### src/rtl/word_serializer_pkg.sv
// Shared types for the word serializer: FSM state encoding and counter sizing.
package word_serializer_pkg;

    typedef enum logic [1:0] {
        IDLE   = 2'd0,
        SHIFT  = 2'd1,
        PARITY = 2'd2
    } ser_state_e;

    // Bit-counter width for a word of data_w bits; never narrower than one bit.
    function automatic int cnt_width(input int data_w);
        return (data_w > 1) ? $clog2(data_w) : 1;
    endfunction

endpackage

### src/rtl/word_serializer_skid_hold_reg.sv
// One-entry holding buffer for the word serializer: load a word, take it back out.
module word_serializer_skid_hold_reg #(
    parameter int DATA_W = 8
) (
    input  logic              clk,
    input  logic              reset,
    input  logic              load,
    input  logic              take,
    input  logic [DATA_W-1:0] d,
    output logic [DATA_W-1:0] q,
    output logic              full
);

    logic [DATA_W-1:0] data_r;
    logic              full_r;

    // Holding register and its occupancy flag; load and take never coincide.
    always_ff @(posedge clk) begin
        if (reset) begin
            data_r <= {DATA_W{1'b0}};
            full_r <= 1'b0;
        end else if (load) begin
            data_r <= d;
            full_r <= 1'b1;
        end else if (take) begin
            full_r <= 1'b0;
        end
    end

    assign q    = data_r;
    assign full = full_r;

endmodule

### src/rtl/word_serializer.sv
// Parallel-to-serial word feeder, MSB first, with first/last markers and gapless streaming.
// Optional trailing even-parity bit per word when WORD_SERIALIZER_PARITY_EN is defined.
module word_serializer
    import word_serializer_pkg::*;
#(
    parameter int DATA_W = 8
) (
    input  logic              clk,
    input  logic              reset,
    input  logic [DATA_W-1:0] din,
    input  logic              din_valid,
    output logic              din_ready,
    output logic              dout,
    output logic              dout_valid,
    output logic              dout_first,
    output logic              dout_last,
    input  logic              dout_ready
);

    localparam int              CNT_W    = cnt_width(DATA_W);
    localparam logic [CNT_W-1:0] LAST_CNT = CNT_W'(DATA_W - 1);

    ser_state_e        state_r, state_nxt_s;
    logic [DATA_W-1:0] sh_r, sh_nxt_s;
    logic [CNT_W-1:0]  cnt_r, cnt_nxt_s;

    logic              hold_full_s;
    logic [DATA_W-1:0] hold_data_s;
    logic              hold_load_s;
    logic              hold_take_s;

    logic              accept_s;
    logic              consume_s;
    logic              end_s;
    logic              bypass_s;

    logic              dout_r, dout_valid_r, dout_first_r, dout_last_r;
    logic              dout_nxt_s, dout_valid_nxt_s, dout_first_nxt_s, dout_last_nxt_s;

`ifdef WORD_SERIALIZER_PARITY_EN
    logic              par_r, par_nxt_s;

    function automatic logic even_parity(input logic [DATA_W-1:0] w);
        return ^w;
    endfunction
`endif

    word_serializer_skid_hold_reg #(
        .DATA_W (DATA_W)
    ) u_hold (
        .clk   (clk),
        .reset (reset),
        .load  (hold_load_s),
        .take  (hold_take_s),
        .d     (din),
        .q     (hold_data_s),
        .full  (hold_full_s)
    );

    assign din_ready = ~hold_full_s;
    assign accept_s  = din_valid & ~hold_full_s;
    assign consume_s = dout_valid_r & dout_ready;

    // Next-state, shifter, counter and holding-buffer control.
    always_comb begin
        state_nxt_s = state_r;
        sh_nxt_s    = sh_r;
        cnt_nxt_s   = cnt_r;
        hold_load_s = 1'b0;
        hold_take_s = 1'b0;
        end_s       = 1'b0;
        bypass_s    = 1'b0;
`ifdef WORD_SERIALIZER_PARITY_EN
        par_nxt_s   = par_r;
`endif

        case (state_r)
            IDLE: begin
                if (accept_s) begin
                    sh_nxt_s    = din;
                    cnt_nxt_s   = {CNT_W{1'b0}};
                    state_nxt_s = SHIFT;
`ifdef WORD_SERIALIZER_PARITY_EN
                    par_nxt_s   = even_parity(din);
`endif
                end else begin
                    state_nxt_s = IDLE;
                end
            end
            SHIFT: begin
                if (consume_s && (cnt_r == LAST_CNT)) begin
`ifdef WORD_SERIALIZER_PARITY_EN
                    state_nxt_s = PARITY;
`else
                    end_s       = 1'b1;
`endif
                end else if (consume_s) begin
                    sh_nxt_s  = {sh_r[DATA_W-2:0], 1'b0};
                    cnt_nxt_s = cnt_r + {{(CNT_W-1){1'b0}}, 1'b1};
                end else begin
                    state_nxt_s = SHIFT;
                end
            end
            PARITY: begin
                if (consume_s) begin
                    end_s = 1'b1;
                end else begin
                    state_nxt_s = PARITY;
                end
            end
            default: begin
                state_nxt_s = IDLE;
            end
        endcase

        // Word end: a buffered word wins over a same-cycle bypass of din.
        if (end_s && hold_full_s) begin
            hold_take_s = 1'b1;
            sh_nxt_s    = hold_data_s;
            cnt_nxt_s   = {CNT_W{1'b0}};
            state_nxt_s = SHIFT;
`ifdef WORD_SERIALIZER_PARITY_EN
            par_nxt_s   = even_parity(hold_data_s);
`endif
        end else if (end_s && accept_s) begin
            bypass_s    = 1'b1;
            sh_nxt_s    = din;
            cnt_nxt_s   = {CNT_W{1'b0}};
            state_nxt_s = SHIFT;
`ifdef WORD_SERIALIZER_PARITY_EN
            par_nxt_s   = even_parity(din);
`endif
        end else if (end_s) begin
            state_nxt_s = IDLE;
        end else begin
            bypass_s = 1'b0;
        end

        if (accept_s && (state_r != IDLE) && !bypass_s) begin
            hold_load_s = 1'b1;
        end else begin
            hold_load_s = 1'b0;
        end
    end

    // Output decode from the next state so the ports can be driven from flops.
    always_comb begin
        dout_nxt_s       = 1'b0;
        dout_valid_nxt_s = 1'b0;
        dout_first_nxt_s = 1'b0;
        dout_last_nxt_s  = 1'b0;
        case (state_nxt_s)
            SHIFT: begin
                dout_nxt_s       = sh_nxt_s[DATA_W-1];
                dout_valid_nxt_s = 1'b1;
                dout_first_nxt_s = (cnt_nxt_s == {CNT_W{1'b0}});
`ifdef WORD_SERIALIZER_PARITY_EN
                dout_last_nxt_s  = 1'b0;
`else
                dout_last_nxt_s  = (cnt_nxt_s == LAST_CNT);
`endif
            end
            PARITY: begin
`ifdef WORD_SERIALIZER_PARITY_EN
                dout_nxt_s       = par_nxt_s;
`else
                dout_nxt_s       = 1'b0;
`endif
                dout_valid_nxt_s = 1'b1;
                dout_first_nxt_s = 1'b0;
                dout_last_nxt_s  = 1'b1;
            end
            default: begin
                dout_nxt_s       = 1'b0;
                dout_valid_nxt_s = 1'b0;
            end
        endcase
    end

    // State, shifter, counter and registered serial outputs.
    always_ff @(posedge clk) begin
        if (reset) begin
            state_r      <= IDLE;
            sh_r         <= {DATA_W{1'b0}};
            cnt_r        <= {CNT_W{1'b0}};
            dout_r       <= 1'b0;
            dout_valid_r <= 1'b0;
            dout_first_r <= 1'b0;
            dout_last_r  <= 1'b0;
`ifdef WORD_SERIALIZER_PARITY_EN
            par_r        <= 1'b0;
`endif
        end else begin
            state_r      <= state_nxt_s;
            sh_r         <= sh_nxt_s;
            cnt_r        <= cnt_nxt_s;
            dout_r       <= dout_nxt_s;
            dout_valid_r <= dout_valid_nxt_s;
            dout_first_r <= dout_first_nxt_s;
            dout_last_r  <= dout_last_nxt_s;
`ifdef WORD_SERIALIZER_PARITY_EN
            par_r        <= par_nxt_s;
`endif
        end
    end

    assign dout       = dout_r;
    assign dout_valid = dout_valid_r;
    assign dout_first = dout_first_r;
    assign dout_last  = dout_last_r;

endmodule
### config.mk
export PLATFORM = sky130hd
export DESIGN_NAME = word_serializer
export DESIGN_NICKNAME = d
export VERILOG_FILES = /design/src/rtl/word_serializer_pkg.sv /design/src/rtl/word_serializer_skid_hold_reg.sv /design/src/rtl/word_serializer.sv
export SDC_FILE = /design/constraint.sdc
export NUM_CORES = 1
export LEC_CHECK = 0
export CAP_MARGIN = 5
export CORE_UTILIZATION = 38
export CTS_CLUSTER_DIAMETER = 30
export DETAILED_ROUTE_END_ITERATION = 12
export SLEW_MARGIN = 20
export SYNTH_ARGS = -nofsm -noshare
export SYNTH_HDL_FRONTEND = slang
export SYNTH_HIERARCHICAL = 1
export SYNTH_SLANG_ARGS = --single-unit
### constraint.sdc
create_clock -name clk -period 3.21 [get_ports clk]
set_clock_uncertainty 0.05 [all_clocks]
set_input_delay 0.642 -clock clk [delete_from_list [all_inputs] [get_ports clk]]
set_output_delay 0.642 -clock clk [all_outputs]
set_load 0.05 [all_outputs]
# Yosys cells after proc, flatten, opt, wreduce, memory -nomap -nowiden
# Index checks and enable logic that the tools add are counted.
# Widths: inputs -> output; s select.
[op_classes]
n_addsub = 1
eq_ne = 9
muxes = 31
n_bitwise = 4
reduce_logical = 14
[ops]
columns = ["operator", "n"]
rows = [
  ["$mux 8", 5],
  ["$pmux 8 s2", 1],
  ["$mux 3", 5],
  ["$mux 2", 6],
  ["$ne 4x4->1 const B", 3],
  ["$mux 1", 10],
  ["$eq 3x3->1 const B", 2],
  ["$pmux 2 s3", 1],
  ["$pmux 3 s2", 1],
  ["$logic_and 1x1->1", 5],
  ["$eq 2x1->1 const B", 2],
  ["$eq 2x2->1 const B", 2],
  ["$pmux 1 s2", 2],
  ["$reduce_and 4->1", 1],
  ["$reduce_bool 2->1", 2],
  ["$reduce_bool 4->1", 1],
  ["$reduce_or 2->1", 2],
  ["$add 3x1->3 const B", 1],
  ["$logic_not 3->1", 1],
  ["$and 1x1->1", 2],
  ["$logic_not 2->1", 1],
  ["$not 1->1", 2],
  ["$logic_not 1->1", 1],
]
[word_totals]
ff_bits = 26
inputBits = 12
output_inout_bits = 5
word_cells = 69

# Longest topological paths before layout
# Gate-level depths: netlist of the first run.
[logic_depth]
word_depth = 11
depth_mapped = 11
ltp_nobuf = 10

# Hierarchy
# Netlist of the first run, hierarchy kept.
[by_module_without_submodules]
columns = ["mod", "instances", "cells_per_inst", "area_each_um2", "seq_area_each_um2"]
rows = [
  ["word_serializer", 1, 138, 1216.2, 340.3],
  ["word_serializer_skid_hold_reg", 1, 30, 321.6, 180.2],
]

# Worst setup path before layout of the first run
# Ideal clock, no wire load.
[synth_path]
path_type = "register -> register"
startpoint = "reg cnt_r[0]"
endpoint = "reg dout_last_r, in the netlist dout_last"
setup_ns = 0.101
arrival_time_ns = 2.168
required_ns = 3.059
path_slack_ns = 0.891
path_stages_with_launch = 12
cell_sequence = "dfxtp_1 > ha_1 > ha_1 > a21oi_2 > nand2b_4 > buf_6 > o21ai_1 > a211oi_2 > ha_1 > nor2_1 > nand2_1 > o41ai_1"
[synth_between]
elab_chain_cells = 9
word_cells_on_any_way = 22
cone_classes = "add/sub (1); eq/ne (4); mux (14); reduce/logical (3)"
[synth_lines]
columns = ["element", "line", "text"]
rows = [
  ["from (decl)", "word_serializer.sv:25", "logic [CNT_W-1:0] cnt_r, cnt_nxt_s;"],
  ["from (signal assigned)", "word_serializer.sv:185", "cnt_r <= {CNT_W{1'b0}};"],
  ["from (signal assigned)", "word_serializer.sv:196", "cnt_r <= cnt_nxt_s;"],
  ["parallel branches: the longest is 8 deep, another holds $add 3x1->3", "-", ""],
  ["$pmux 1 s2 (*)", "word_serializer.sv:152", "case (state_nxt_s)"],
  ["to (signal assigned)", "word_serializer.sv:200", "dout_last_r <= dout_last_nxt_s;"],
  ["to (decl)", "word_serializer.sv:37", "logic dout_r, dout_valid_r, dout_first_r, dout_last_r;"],
]
# Mark *: on every way between the ends.
# A chain may end at the register's enable or synchronous reset.

# Worst setup path after layout of the first run
[layout_path]
startpoint = "in dout_ready"
endpoint = "reg dout_last_r, in the netlist dout_last"
[layout_between]
elab_chain_cells = 9
word_cells_on_any_way = 23
cone_classes = "eq/ne (3); mux (16); bitwise (1); reduce/logical (3)"
[layout_lines]
columns = ["element", "line", "text"]
rows = [
  ["from (decl)", "word_serializer.sv:17", "input logic dout_ready"],
  ["$and 1x1->1 (*)", "word_serializer.sv:62", "assign consume_s = dout_valid_r & dout_ready;"],
  ["$mux 2 or $logic_and 1x1->1 (tied branches)", "word_serializer.sv:97, word_serializer.sv:91", ""],
  ["$mux 2 or $mux 1 (tied branches)", "word_serializer.sv:91", "if (consume_s && (cnt_r == LAST_CNT)) begin"],
  ["$pmux 2 s3 or $pmux 1 s2 (tied branches)", "word_serializer.sv:77", "case (state_r)"],
  ["$mux 2 or $logic_and 1x1->1 (tied branches)", "word_serializer.sv:133, word_serializer.sv:125", ""],
  ["$mux 2 or $mux 3 (tied branches)", "word_serializer.sv:125", "end else if (end_s && accept_s) begin"],
  ["$mux 2 or $mux 3 (tied branches)", "word_serializer.sv:117", "if (end_s && hold_full_s) begin"],
  ["$eq 2x2->1 (tied with other cells)", "word_serializer.sv:152", ""],
  ["$pmux 1 s2 (*)", "word_serializer.sv:152", ""],
]
# Every way passes the cells marked *; elsewhere a longest branch is shown, timed or not.

==> flow_metrics.tcl, run 1 <==
set metrics [dict create \
    comb_power_share 0.217 \
    drv_cap 0 \
    drtIter0Drc 57 \
    root_buffer "clkbuf_8" \
    grt_usage 0.169 \
    vias_per_cell 5.33 \
    slowest_stage "clkdlybuf4s50_1" \
    crit_arrival_ns 2.85 \
    internal_power_uw 521 \
    row_count 22 \
    post_cts_buffers 0 \
    ant_nets 0 \
    tightest_slew_ns 0.543 \
    cts_tree "yes" \
    drv_slew 0 \
    ys_ff_latch 26 \
    syn_avg_cell_area_sq_um 9.15 \
    final_area_sq_um 1740 \
    cts_buffers 3 \
    clk_latency_ns 0.27 \
    grt_pass1_vias 1157 \
    drt_wl_total_um 3310 \
    dpl_cell_area_sq_um 1690 \
    vdd_drop_max_v 0.000180 \
    synth_area_sq_um 1540 \
    die_h_um 65.6 \
    grt-ovfl-total 0 \
    synth_edf_count 0 \
    fin_crit_ns 2.72 \
    yosys_warnings 6 \
    drive_gt1_frac 0.120 \
    power.share.clock 0.294 \
    path_delay_family "simple AND/OR/NAND/NOR gates" \
    die-area_sq_um 4310 \
    timing.final.ws_setup_ns 0.491 \
    status "complete, no violations" \
    die_w_um 65.6 \
    power.share.sequential 0.489 \
    required_ns 3.34 \
    antenna_found_initial 0 \
    setup_viol 0 \
    yosys_most_used_dff "dfxtp_1" \
    postCtsResizedCells 0 \
    critPathKind "in2reg" \
    cts.sinks 26 \
    power_density_nw_per_um2 421 \
    routedWlPerCell_um 14.3 \
    area_growth_pct 13.4 \
    synthCells 168 \
    relSlewSlack 0.637 \
    post-route-period-util 0.847 \
    place_ws_ns 0.277 \
    synth_cell_type_count 44 \
    dr.pass1.iters 4 \
    cp_cell_sequence "clkdlybuf4s50_1, nand3_1, nor2_1, nor3b_1, a211oi_2, ha_1, nor2_1, nand2_1, o41ai_1" \
    slowest_delay_ns 0.52 \
    grt_pass1_wl_um 5640 \
    coreArea_sq_um 3770 \
    p_sw_uw 214 \
    seq_area_frac_synth 0.338 \
    cts-hold-fix-buffers 0 \
    io_buffers 16 \
    crit_buf_inv 1 \
    synthArstFlopShare 0 \
    tns_ns 0 \
    htree_levels 1 \
    fillers 374 \
    cpMostUsedCell "nor2_1" \
    antenna-diode-count 0 \
    p_leak_uw 0.000648 \
    ios 17 \
    cts_buffer_depth 2 \
    dp_hpwl_um 2460 \
    path_max_fanout 5 \
    globalplace.congestion 0.899 \
    clkTransAtPathRegs_ns 0.09 \
    hold_viol_final 0 \
    crit_path_end_kind "register" \
    route.detailed.drc 0 \
    num_vias 1232 \
    min_path_type "reg2reg" \
    max_freq_ghz 0.368 \
    rsz0062_at_grt "false" \
    worst_setup_path_start_kind "input port" \
    swShare 0.291 \
    grt_max_degree 15 \
    start_util 0.408 \
    fin_nets 205 \
    synth_fp_nets 189 \
]
==> power by group through the flow <==
stage	clock network (uW)	registers, uW	logic (uW)
6_report	216	359	159
4_1_cts	224	359	159
5_1_grt	238	363	174
3_3_place_gp	0	366	156
2_1_floorplan	0	374	111
3_5_place_dp	0	366	158
==> layout make-up <==
type | count | area [sq um] | share of cell area
Timing Repair Buffer | 20 | 190 | 0.109
Sequential cell | 26 | 520 | 0.298
Tap cell | 48 | 60.1 | 0.0344
Clock buffer | 4 | 55.1 | 0.0316
Inverter | 9 | 33.8 | 0.0194
Multi-Input combinational cell | 124 | 885 | 0.507
==> worst paths after layout <==
check	start	to	depth (start not counted)	slack, ns
max reg2reg	cnt_r[0]	dout_last	10	0.57
min	u_hold/q[4]	sh_r[4]	2	0.44
max	dout_ready	dout_last	9	0.49
min reg2reg	u_hold/q[4]	sh_r[4]	2	0.44
==> stage by stage <==
step	utilization	hold slack (ns)	cells	power, uW
2_1_floorplan	-	0.403	168	485
3_3_place_gp	0.448	0.426	227	522
3_5_place_dp	0.448	0.429	227	524
4_1_cts	0.463	0.443	231	742
5_1_grt	0.463	0.475	231	774
6_report	0.463	0.441	231	734
==> cell usage after synthesis, types with 3 or more instances <==
cell type,n,share of area
nor3_1,3,0.0098
ha_1,9,0.073
o21ai_1,6,0.020
a22o_1,4,0.023
inv_1,9,0.022
nor2_1,21,0.051
dfxtp_1,26,0.34
a311oi_2,4,0.039
a31oi_1,3,0.012
buf_6,4,0.029
a22oi_1,5,0.024
a21oi_1,9,0.029
a22o_2,3,0.020
nand2_1,17,0.041
a311oi_1,3,0.017
mux2i_1,8,0.052
==> routing by layer <==
metal / GRT usage / up-vias / wire length [um]
li1: - / 641 / -
met1: 0.231 / 572 / 1690
met2: 0.277 / 14 / 1520
met3: 0.0208 / 5 / 59
met4: 0.0489 / 0 / 36
met5: 0 / - / 0
==> placed cells by master, fill, tap and decap left out, drive strengths merged, types with 3 or more instances in the layout <==
| cell | synthesis | routed |
|---|---|---|
| a22o | 7 | 7 |
| a31oi | 3 | 3 |
| a22oi | 5 | 5 |
| clkdlybuf4s50 | 0 | 16 |
| nor3 | 4 | 4 |
| o21ai | 8 | 8 |
| buf | 7 | 4 |
| mux2i | 8 | 8 |
| a21oi | 10 | 10 |
| nand2 | 17 | 17 |
| ha | 9 | 9 |
| nor2 | 22 | 22 |
| a311oi | 7 | 7 |
| clkbuf | 2 | 4 |
| inv | 9 | 9 |
| nand2b | 3 | 3 |
| dfxtp | 26 | 26 |
==> registers in the layout (all words and copies together) (netlist names) <==
register	flops
u_hold/full	1
state_r	2
dout	1
u_hold/q	8
sh_r	8
cnt_r	3
dout_first	1
dout_last	1
dout_valid	1
==> tightest hold or removal path: stages (launching register included) <==
cell and delay [ns]:
dfxtp_1 0.32, nand2_1 0.05, a311oi_1 0.08
==> cells by family (layout without fill, tap and decap cells) <==
logic type	Yosys count	count (layout)	share of synthesized area
AND/OR/NAND/NOR	57	57	0.182
AO/OA/AOI/OAI	50	50	0.268
flip-flops	26	26	0.338
buffers and inverters	18	33	0.0862
adder cells (fa/ha/maj)	9	9	0.0732
multiplexers	8	8	0.0521
Note: power is estimated with default switching activity, not from simulation.
==> inputs of run 2 (changes only) <==
Clock period 3.21 ns to 2.3 ns, I/O delays scaled along.
==> flow_metrics.tcl, run 2 (synthesis results as in run 1) <==
set metrics [dict create \
    status "complete, no violations" \
    total_power_uw 1010 \
    grtUsageMet3 0.0313 \
    die-area_sq_um 4310 \
    grt_usage 0.182 \
    required_ns 2.42 \
    vias_per_cell 5.41 \
    row_count 22 \
    min_path_type "reg2reg" \
    io_buffers 16 \
    root_buffer "clkbuf_8" \
    busiest_layer "met2" \
    crit_arrival_ns 2.29 \
    power_density_nw_per_um2 518 \
    routedWlPerCell_um 13.9 \
    ios 17 \
    area_growth_pct 26.5 \
    ant_nets 0 \
    tightest_slew_ns 0.496 \
    drv_cap 0 \
    timing.final.ws_setup_ns 0.129 \
    drt_wl_total_um 3500 \
    die_h_um 65.6 \
    p_leak_uw 0.000756 \
    post-route-period-util 0.944 \
    hold_viol_final 0 \
    globalplace.congestion 0.869 \
    p_sw_uw 285 \
    worst_setup_path_start_kind "register" \
    antenna-diode-count 0 \
    fin_crit_ns 2.17 \
    power.share.sequential 0.498 \
    antenna_found_initial 0 \
    max_freq_ghz 0.461 \
    setup_viol 0 \
    cts_buffers 3 \
    cts.sinks 26 \
    clk_latency_ns 0.26 \
    coreArea_sq_um 3770 \
    vdd_drop_max_v 0.000451 \
    grt-ovfl-total 0 \
    comb_power_share 0.258 \
    grt_max_degree 14 \
    start_util 0.408 \
    tns_ns 0 \
    dp_hpwl_um 2740 \
    crit_path_end_kind "register" \
    grtUsageMet1 0.241 \
    grt_pass1_wl_um 6130 \
    drive_gt1_frac 0.255 \
    place_inst 248 \
    whs_ns 0.432 \
    grt_pass1_vias 1339 \
    mostFrequentLayoutCells "buf_4 (25), dfxtp_1 (23), nor2_1 (20)" \
    dr.pass1.iters 4 \
    cts-hold-fix-buffers 0 \
    power.share.clock 0.244 \
    swShare 0.283 \
    critPathKind "reg2reg" \
    cts_tree "yes" \
    htree_levels 1 \
    layout_commonest_cell "buf_4" \
    path_max_fanout 3 \
    fin_cells 252 \
    num_vias 1364 \
    route.detailed.drc 0 \
    cts_buffer_depth 2 \
    drv_slew 0 \
    die_w_um 65.6 \
    fin_nets 227 \
    internal_power_uw 722 \
    drtIter0Drc 55 \
    clkTransAtPathRegs_ns 0.08 \
    place_ws_ns -0.149 \
    relSlewSlack 0.668 \
    met2_usage 0.312 \
]
==> run 2: cell types whose count changed in the layout (fill, tap and decap cells not counted), moves of 2 or more <==
cell,change
buf_4,+21
ha_2,+2
ha_1,-3
dfxtp_2,+3
dfxtp_1,-3
==> run 2: worst paths after layout <==
path | start | to | slack [ns] | cells after the start
max | cnt_r[0] | dout_last | 0.13 | 10
min | u_hold/q[3] | sh_r[3] | 0.43 | 2
max reg2reg | cnt_r[0] | dout_last | 0.13 | 10
min reg2reg | u_hold/q[3] | sh_r[3] | 0.43 | 2
==> run 2: power groups by stage <==
stage | sequential (uW) | clock (uW) | combinational, uW
3_3_place_gp | 510 | 0 | 251
2_1_floorplan | 522 | 0 | 154
3_5_place_dp | 511 | 0 | 255
5_1_grt | 506 | 279 | 288
4_1_cts | 501 | 255 | 257
6_report | 501 | 246 | 260
==> run 2: timing repair <==
item / 4_1_cts / 5_1_grt
pin swaps: 2 / 4
hold endpoints to repair: 0 / 0
gates resized for setup: 3 / 7
setup endpoints to repair: 1 / 2
buffers inserted: 1 / 0
gates cloned: 0 / 0
==> run 2: metal layers <==
layer | share of wire | vias up | wire [um]
met5 | 0 | - | 0
met2 | 0.48 | 26 | 1690
met3 | 0.039 | 2 | 135
met1 | 0.47 | 656 | 1660
li1 | - | 680 | -
met4 | 0.0049 | 0 | 17
==> run 2: worst max-delay path, stage by stage (launching register included) <==
cell	delay, ns
dfxtp_1	0.32
ha_1	0.19
ha_2	0.21
a21oi_4	0.15
nand2b_4	0.17
o21ai_1	0.08
a211oi_2	0.23
ha_1	0.28
nor2_2	0.12
nand2_1	0.06
o41ai_1	0.21
==> run 2: area by class of cell <==
cell class | instances | area, sq um
fillers | 351 | 1830
repair buffers | 42 | 368
flip-flops and latches | 26 | 524
multi-input cells | 124 | 918
well taps | 48 | 60.1
clock buffers | 3 | 41.3
inverters | 9 | 33.8
==> run 2: metrics by stage <==
stage,utilization,area (sq um)
after global placement,0.493,1860
final,0.516,1950
after global routing,0.516,1950
after detailed placement,0.493,1860
after CTS,0.508,1910
after floorplan,-,1540
==> inputs of run 3 (changes only) <==
Settings changed: CORE_UTILIZATION 38 to 50, PLACE_DENSITY set to 0.75.
==> flow_metrics.tcl, run 3 (synthesis results as in run 1) <==
set metrics [dict create \
    drt_wl_total_um 3700 \
    coreArea_sq_um 2830 \
    htree_levels 1 \
    antenna_found_initial 0 \
    post-route-util 0.674 \
    min_path_type "reg2reg" \
    path_max_fanout 3 \
    grt_pass1_wl_um 6250 \
    dp_hpwl_um 2630 \
    mostFrequentLayoutCells "buf_4 (23), dfxtp_1 (22), nor2_1 (19)" \
    post-route-period-util 0.947 \
    die_h_um 57.5 \
    tightest_slew_ns 0.514 \
    area_growth_pct 23.9 \
    drv_slew 0 \
    routedWlPerCell_um 15.9 \
    vdd_drop_max_v 0.000486 \
    drtIter0Drc 44 \
    slowest_delay_ns 0.35 \
    grt-ovfl-total 0 \
    drive_gt1_frac 0.257 \
    critPathKind "reg2reg" \
    die_w_um 57.5 \
    cts_buffers 3 \
    cts_buffer_depth 2 \
    cts_tree "yes" \
    fin_cells 233 \
    slowest_stage "dfxtp_2" \
    hold_viol_final 0 \
    start_util 0.544 \
    p_leak_uw 0.000740 \
    grt_pass1_vias 1402 \
    row_count 19 \
    fin_nets 225 \
    power_density_nw_per_um2 498 \
    ant_nets 0 \
    whs_ns 0.439 \
    setup_viol 0 \
    place_ws_ns -0.229 \
    root_buffer "clkbuf_4" \
    max_freq_ghz 0.459 \
    layout_commonest_cell "buf_4" \
    place_inst 225 \
    cp_cell_sequence "ha_2, ha_4, a21oi_4, nand2b_4, o21ai_1, a211oi_2, ha_1, nor2_2, nand2_1, o41ai_2" \
    antenna-diode-count 0 \
    crit_path_end_kind "register" \
    status "complete, no violations" \
    num_vias 1409 \
    timing.final.ws_setup_ns 0.121 \
    worst_setup_path_start_kind "register" \
    dr.pass1.iters 8 \
    die-area_sq_um 3300 \
    route.detailed.drc 0 \
    globalplace.congestion 0.804 \
    grt_usage 0.242 \
    io_buffers 16 \
    crit_arrival_ns 2.37 \
    grt_max_degree 16 \
    drv_cap 0 \
    cts.sinks 26 \
    ios 17 \
    vias_per_cell 6.05 \
    total_power_uw 949 \
    relSlewSlack 0.657 \
    clkTransAtPathRegs_ns 0.14 \
    fin_crit_ns 2.18 \
    clk_latency_ns 0.32 \
    required_ns 2.49 \
]
## run 3: final timing paths
check	start	end	slack (ns)	depth (start not counted)
max reg2reg	cnt_r[0]	dout_last	0.12	10
max	cnt_r[0]	dout_last	0.12	10
min reg2reg	u_hold/q[3]	sh_r[3]	0.44	2
min	u_hold/q[3]	sh_r[3]	0.44	2
## run 3: metrics by stage
| stage | area (sq um) | TNS [ns] |
|---|---|---|
| 3_5_place_dp | 1790 | -0.229 |
| 6_report | 1910 | 0 |
| 2_1_floorplan | 1540 | 0 |
| 3_3_place_gp | 1790 | -0.107 |
| 4_1_cts | 1840 | 0 |
| 5_1_grt | 1910 | -0.0553 |
## run 3: critical path: cells and delay by family, from the launching register on
kind	cells	cell delay, ns
compound gates	4	0.68
fa+ha+maj	3	0.65
flops	1	0.35
simple gates	3	0.37
## run 3: final cells by class
| class | count | area [sq um] |
|---|---|---|
| multi-input combinational | 124 | 930 |
| inverter | 9 | 33.8 |
| fill | 220 | 923 |
| tap | 31 | 38.8 |
| clock buffer | 3 | 22.5 |
| sequential | 26 | 526 |
| timing repair buffer | 40 | 355 |
## run 3: power breakdown
part	leakage [uW]	total, uW	internal, uW	switching (uW)
registers	0.000214	502	481	21.0
clock network	0.0000138	192	61.4	130
logic	0.000512	255	116	139
## run 3: what timing repair did
action                                 4_1_cts  5_1_grt
resized for setup                            4       11
setup buffers                                2        3
gates cloned                                 0        0
pin swaps                                    3        4
hold buffers                                 0        0
setup endpoints to repair                    1        3
endpoints found under the hold margin        0        0
## run 3: per-layer routing
metal / up-vias / wire, um / global-route usage / part of all wire
met4: 0 / 95 / 0.0801 / 0.026
met5: - / 0 / 0 / 0
met2: 54 / 1800 / 0.395 / 0.49
met1: 658 / 1630 / 0.309 / 0.44
li1: 684 / - / - / -
met3: 13 / 175 / 0.0635 / 0.047
